### src/rtl/frame_sequencer.sv
`default_nettype none
// ============================================================================
// Module   : frame_sequencer
// Brief    : Wishbone-programmed exposure scheduler driving one signal_generator.
// Revision : 1.0
// ============================================================================
module frame_sequencer #(
    parameter logic [31:0] BASE_ADDR = 32'h3000_0100,
    parameter logic [31:0] TIMEOUT   = 32'd1_000_000
) (
    input  logic        i_wb_clk,
    input  logic        i_wb_rst_n,
    input  logic        i_wb_cyc,
    input  logic        i_wb_stb,
    input  logic        i_wb_we,
    input  logic [31:0] i_wb_addr,
    input  logic [31:0] i_wb_data,
    output logic        o_wb_ack,
    output logic [31:0] o_wb_data,
    input  logic        i_phi_p,
    output logic        o_gen_enable,
    output logic [3:0]  o_gen_fsel,
    output logic        o_gen_clk,
    output logic        o_irq
);

    typedef enum logic [1:0] {
        ST_IDLE  = 2'd0,
        ST_PRIME = 2'd1,
        ST_RUN   = 2'd2,
        ST_DONE  = 2'd3
    } state_t;

    state_t      state_q;
    logic        wb_ack_q;
    logic [31:0] wb_rdata_q;
    logic [2:0]  phi_q;
    logic        loop_q, ie_done_q, ie_err_q;
    logic        done_q, error_q, aborted_q;
    logic [1:0]  idx_q;
    logic [15:0] left_q;
    logic [7:0]  div_q;
    logic [7:0]  divcnt_q;
    logic [19:0] entry_q [4];
    logic        enable_q, genclk_q;
    logic [3:0]  fsel_q;
    logic [31:0] wdog_q;

    logic [31:0] wb_off;
    logic        wb_hit, wb_req, wr;
    logic [2:0]  reg_sel;
    logic [1:0]  ent_sel, next_idx;
    logic        busy, start_wr, abort_wr;
    logic        phi_rise, phi_fall, wdog_expire, wrap_ok;
    logic [7:0]  div_eff;
    logic [31:0] rd_data;
    logic        unused_ok;

    assign wb_off   = i_wb_addr - BASE_ADDR;
    assign wb_hit   = (wb_off[31:5] == 27'd0) && (wb_off[1:0] == 2'b00);
    assign wb_req   = i_wb_cyc & i_wb_stb & wb_hit & ~wb_ack_q;
    assign wr       = wb_req & i_wb_we;
    assign reg_sel  = wb_off[4:2];
    // ENTRY0..3 sit at register slots 3..6; adding 1 mod 4 maps them to 0..3
    assign ent_sel  = reg_sel[1:0] + 2'd1;
    assign busy     = (state_q == ST_PRIME) || (state_q == ST_RUN);
    assign abort_wr = wr && (reg_sel == 3'd0) && i_wb_data[1];
    assign start_wr = wr && (reg_sel == 3'd0) && i_wb_data[0] && !i_wb_data[1];
    assign phi_rise = phi_q[1] & ~phi_q[2];
    assign phi_fall = ~phi_q[1] & phi_q[2];
    assign wdog_expire = busy && !(phi_rise || phi_fall) && (wdog_q == TIMEOUT - 32'd1);
    assign next_idx = idx_q + 2'd1;
    assign wrap_ok  = (idx_q != 2'd3) || loop_q;
    assign div_eff  = (div_q == 8'd0) ? 8'd1 : div_q;
    assign unused_ok = &{1'b0, i_wb_data[31:20]};

    always_comb begin
        rd_data = 32'd0;
        case (reg_sel)
            3'd0: rd_data = {27'd0, ie_err_q, ie_done_q, loop_q, 2'b00};
            3'd1: rd_data = {8'd0, left_q, 2'b00, idx_q, aborted_q, error_q, done_q, busy};
            3'd2: rd_data = {24'd0, div_q};
            3'd3, 3'd4, 3'd5, 3'd6: rd_data = {12'd0, entry_q[ent_sel]};
            default: rd_data = 32'd0;
        endcase
    end

    always_ff @(posedge i_wb_clk or negedge i_wb_rst_n) begin
        if (!i_wb_rst_n) begin
            state_q    <= ST_IDLE;
            wb_ack_q   <= 1'b0;
            wb_rdata_q <= 32'd0;
            phi_q      <= 3'd0;
            loop_q     <= 1'b0;
            ie_done_q  <= 1'b0;
            ie_err_q   <= 1'b0;
            done_q     <= 1'b0;
            error_q    <= 1'b0;
            aborted_q  <= 1'b0;
            idx_q      <= 2'd0;
            left_q     <= 16'd0;
            div_q      <= 8'd1;
            divcnt_q   <= 8'd0;
            for (int i = 0; i < 4; i++) entry_q[i] <= 20'd0;
            enable_q   <= 1'b0;
            genclk_q   <= 1'b0;
            fsel_q     <= 4'd0;
            wdog_q     <= 32'd0;
        end else begin
            phi_q      <= {phi_q[1:0], i_phi_p};
            wb_ack_q   <= wb_req;
            wb_rdata_q <= wb_req ? rd_data : 32'd0;

            if (wr && (reg_sel == 3'd0)) begin
                {ie_err_q, ie_done_q, loop_q} <= i_wb_data[4:2];
            end
            if (wr && !busy) begin
                if (reg_sel == 3'd2) div_q <= i_wb_data[7:0];
                if ((reg_sel >= 3'd3) && (reg_sel <= 3'd6)) entry_q[ent_sel] <= i_wb_data[19:0];
            end

            if (busy) begin
                if (divcnt_q >= div_eff - 8'd1) begin
                    genclk_q <= ~genclk_q;
                    divcnt_q <= 8'd0;
                end else begin
                    divcnt_q <= divcnt_q + 8'd1;
                end
                wdog_q <= (phi_rise || phi_fall) ? 32'd0 : wdog_q + 32'd1;
            end else begin
                wdog_q <= 32'd0;
            end

            // Later assignments below override the free-running divider/watchdog
            if (abort_wr) begin
                state_q   <= ST_IDLE;
                enable_q  <= 1'b0;
                genclk_q  <= 1'b0;
                aborted_q <= 1'b1;
            end else if (wdog_expire) begin
                state_q  <= ST_IDLE;
                enable_q <= 1'b0;
                genclk_q <= 1'b0;
                error_q  <= 1'b1;
            end else begin
                case (state_q)
                    ST_IDLE: begin
                        if (start_wr) begin
                            done_q    <= 1'b0;
                            error_q   <= 1'b0;
                            aborted_q <= 1'b0;
                            if (entry_q[0][19:4] == 16'd0) begin
                                done_q <= 1'b1;
                            end else begin
                                state_q  <= ST_PRIME;
                                enable_q <= 1'b1;
                                fsel_q   <= entry_q[0][3:0];
                                idx_q    <= 2'd0;
                                left_q   <= entry_q[0][19:4];
                                divcnt_q <= 8'd0;
                                genclk_q <= 1'b0;
                            end
                        end
                    end
                    ST_PRIME: begin
                        if (phi_fall) state_q <= ST_RUN;
                    end
                    ST_RUN: begin
                        if (phi_rise) begin
                            if (left_q > 16'd1) begin
                                left_q <= left_q - 16'd1;
                            end else if (wrap_ok && (entry_q[next_idx][19:4] != 16'd0)) begin
                                idx_q  <= next_idx;
                                fsel_q <= entry_q[next_idx][3:0];
                                left_q <= entry_q[next_idx][19:4];
                            end else begin
                                state_q  <= ST_DONE;
                                enable_q <= 1'b0;
                                genclk_q <= 1'b0;
                                left_q   <= 16'd0;
                                done_q   <= 1'b1;
                            end
                        end
                    end
                    default: state_q <= ST_IDLE;
                endcase
            end
        end
    end

    assign o_wb_ack     = wb_ack_q;
    assign o_wb_data    = wb_rdata_q;
    assign o_gen_enable = enable_q;
    assign o_gen_fsel   = fsel_q;
    assign o_gen_clk    = genclk_q;
    assign o_irq        = (done_q & ie_done_q) | (error_q & ie_err_q);

endmodule
`default_nettype wire

### config.mk
export PLATFORM = sky130hd
export DESIGN_NAME = frame_sequencer
export DESIGN_NICKNAME = d
export VERILOG_FILES = /design/src/rtl/frame_sequencer.sv
export SDC_FILE = /design/constraint.sdc
export NUM_CORES = 1
export LEC_CHECK = 0
export CAP_MARGIN = 10
export CORE_MARGIN = 2
export CORE_UTILIZATION = 25
export CTS_CLUSTER_DIAMETER = 150
export CTS_CLUSTER_SIZE = 16
export DETAILED_ROUTE_END_ITERATION = 12
export SLEW_MARGIN = 20
export SYNTH_ARGS = -nofsm -noshare
export SYNTH_HDL_FRONTEND = slang
export SYNTH_SLANG_ARGS = --single-unit
### constraint.sdc
create_clock -name i_wb_clk -period 4.2 [get_ports i_wb_clk]
set_input_delay 0.84 -clock i_wb_clk [delete_from_list [all_inputs] [get_ports i_wb_clk]]
set_output_delay 0.84 -clock i_wb_clk [all_outputs]
set_load 0.005 [all_outputs]
==> impl_metrics.py <==
metrics = {
    "worst_setup_path": {
        "path_max_fanout": 20,
        "crit_path_start_kind": "input pin",
        "critPathKind": "in -> reg",
        "arrival_ps": 4160,
        "endpoint_kind": "register",
        "worst_ep_required_time_ps": 4540,
        "ff2ff_setup_slack_ps": 590,
    },
    "global_route": {
        "grt_start_max_net_pins": 72,
        "grt_pass1_wl_um": 44800,
        "gr-total-overflow": 0,
        "grt_pass1_vias": 7975,
        "antenna_found_initial": 1,
        "grt.total_usage_pct": 13.0,
    },
    "clock_tree": {
        "ctsHoldBuffers": 0,
        "h-tree-depth": 4,
        "clock_sinks": 188,
        "clkTransAtPathRegs_ps": 80,
        "cts_buffers": 17,
        "cts_buffer_depth": 2,
        "root_buffer": "clkbuf_16",
        "cts_tree": "built",
        "clk_latency_ps": 450,
        "post_cts_buffers": 0,
        "post_cts_resized": 0,
    },
    "run_status": {
        "outcome": "finished clean",
    },
    "synthesis": {
        "synth.avg_cell_area_um2": 11.0,
        "synth.distinct_cells": 69,
        "synth_cells": 939,
        "synth_adder_area_share_pct": 3.03,
        "syn_area_um2": 10300,
        "yosys_most_used_dff": "dfrtp_1",
        "yosys.area_share.simple_pct": 15.5,
        "synth-seq-cells": 188,
        "synth_top_area_share_pct": 45.3,
        "synth_edf_count": 0,
        "synth_seq_area_share_pct": 45.5,
        "async_flop_share_pct": 100,
        "synth_top_area_cell": "dfrtp_1",
        "synth.area.mux_share_pct": 19.2,
        "synth_top_family_by_area": "multiplexers",
        "yosys_warnings": 0,
        "synth.area.top_cells": "dfrtp_1 (45%), mux2_2 (11%), mux4_2 (7.8%)",
        "synth_compound_area_share_pct": 8.45,
        "synth-xor-area-share_pct": 4.24,
    },
    "sta": {
        "rsz0062_at_grt": "no",
        "post-route-min-period_ps": 3820,
        "drv_slew": 0,
        "finalHoldViolCount": 0,
        "min_period_over_period_pct": 91.0,
        "finalWorstSetupSlack_ps": 377,
        "maxSlewHeadroom_pct": 52.8,
        "finClkSkew_ps": 20.3,
        "fmax_mhz": 262,
        "worst_slew_pin_slew_ps": 703,
        "setup_viol": 0,
    },
    "worst_hold_path": {
        "hold_path.class": "reg -> reg",
    },
    "floorplan": {
        "fp.dieH_um": 207,
        "die_area_um2": 43000,
        "die_x_um": 207,
        "fp-row-count": 74,
        "io_pins": 110,
        "core_area_um2": 40800,
        "initial_core_util_pct": 25.3,
    },
    "power_and_ir_drop": {
        "leakage_nw": 5.37,
        "pwr-share-clk_pct": 44.9,
        "comb_power_share_pct": 5.7,
        "seqPwrFrac_pct": 49.4,
        "p_switching_mw": 0.954,
        "switching_share_pct": 26.0,
        "powerDensity_nw_per_um2": 290,
        "peakVddDrop_mv": 0.219,
        "intPower_mw": 2.71,
    },
    "drt": {
        "drc": 0,
        "via_per_inst": 4.94,
        "wire_per_inst_um": 17.5,
        "drt_iter0_markers": 555,
        "postRouteAntennaNets": 0,
        "routed_wl_um": 27800,
        "vias": 7851,
        "drt-pass1-iter-count": 5,
    },
    "layout": {
        "syn2layout_area_growth_pct": 22.4,
        "antenna_cells": 0,
        "regArea_um2": 4710,
        "drive_gt1_share_pct": 21.6,
        "nFillCells": 4114,
        "final_net_count": 1140,
        "fin_cells": 1590,
        "multi_input_area_um2": 5240,
    },
    "placed_design": {
        "post-dp-hpwl_um": 20000,
        "place_congestion": 0.841,
        "pre_cts_slack_ps": -95.3,
        "dp.cells": 1558,
        "portBuffers": 89,
    },
    "job": {
        "maxCapViolCount": 0,
    },
}
## logic make-up after synthesis
group	Yosys count
xor gates and xnor gates	50
DFF	188
adders and majority gates	25
other	1
AOI/OAI and AO/OA	131
buffers and inverters	84
muxes	141
and+or+nand+nor	319
## cells in the mapped netlist (21+ instances only)
master,count
clkbuf_1,29
mux2_2,100
a21oi_1,31
nor2_1,123
nand3_1,21
mux4_2,36
nand2_1,52
xor2_1,26
ha_1,25
dfrtp_1,187
inv_1,30
nor4_1,23
xnor2_1,24
a22oi_1,21
o21ai_0,27
## routing by layer
layer / part of all wire [%] / vias up / GRT usage (%)
li1: - / 3625 / -
met1: 46 / 3961 / 17.3
met2: 47 / 222 / 21.0
met3: 4.7 / 41 / 2.60
met4: 2.5 / 2 / 4.80
met5: 0.047 / - / 0
## cells in the final DEF (no fill, tap or decap), drive strengths merged, types with 4 or more instances in the layout
cell,count
a211o,4
a21oi,31
a22oi,21
a31oi,13
and2,4
and3,14
and4,4
buf,44
clkbuf,18
clkdlybuf4s50,88
clkinv,9
conb,8
dfrtp,187
ha,25
inv,36
mux2,100
mux2i,5
mux4,36
nand2,52
nand2b,4
nand3,23
nand4,19
nor2,123
nor2b,6
nor3,19
nor4,24
o211ai,5
o21ai,28
or3,9
or4,4
xnor2,24
xor2,26
## registers in the layout (all words and copies together) (netlist names), 2 cells and up
signal,cells
div_q,8
o_wb_data,24
left_q,16
entry_q,80
divcnt_q,8
wdog_q,32
phi_q,3
idx_q,2
o_gen_fsel,4
state_q,2
## final cells by class
cell class	count	area share [%]
Sequential cell	188	37.2
Timing Repair Buffer	133	10.4
Tap cell	532	5.26
Multi-Input combinational cell	674	41.4
Clock inverter	15	1.45
Clock buffer	17	3.36
Inverter	31	0.920
## worst paths after layout
path / cells after the start / from / end
min in group asynchronous: 1 / i_wb_rst_n / divcnt_q[3]
min reg2reg: 0 / phi_q[0] / phi_q[1]
max: 9 / i_wb_addr[1] / entry_q[15]
min: 0 / phi_q[0] / phi_q[1]
max reg2reg: 10 / idx_q[1] / o_gen_clk
max in group asynchronous: 2 / i_wb_rst_n / div_q[0]
## worst max-delay path: stages
cell             delay, ps
clkdlybuf4s50_1        390
or4_1                  540
nor4b_1                360
o2111ai_1              200
or4_1                  610
nor3b_4                360
and4_2                 310
buf_12                 190
mux2_2                 350
## power by group through the flow
| stage | combinational, mW | sequential, mW | clock, mW |
|---|---|---|---|
| floorplan | 0.0737 | 1.85 | 0 |
| global placement | 0.209 | 1.85 | 0 |
| detailed placement | 0.212 | 1.85 | 0 |
| CTS | 0.213 | 1.81 | 1.67 |
| global route | 0.230 | 1.81 | 1.76 |
| finish | 0.209 | 1.81 | 1.64 |
## per-stage QoR
stage	setup TNS [ps]	area [µm²]	hold WS (ps)	util (%)	power [mW]
after detailed placement	-3400	12000	339	29.5	2.06
after floorplan	0	10400	331	-	1.92
after global placement	-960	12000	339	29.5	2.06
after CTS	0	12700	360	31.0	3.70
final	0	12700	359	31.0	3.66
after global routing	0	12700	362	31.0	3.80
Power figures use the tool's default switching activity.
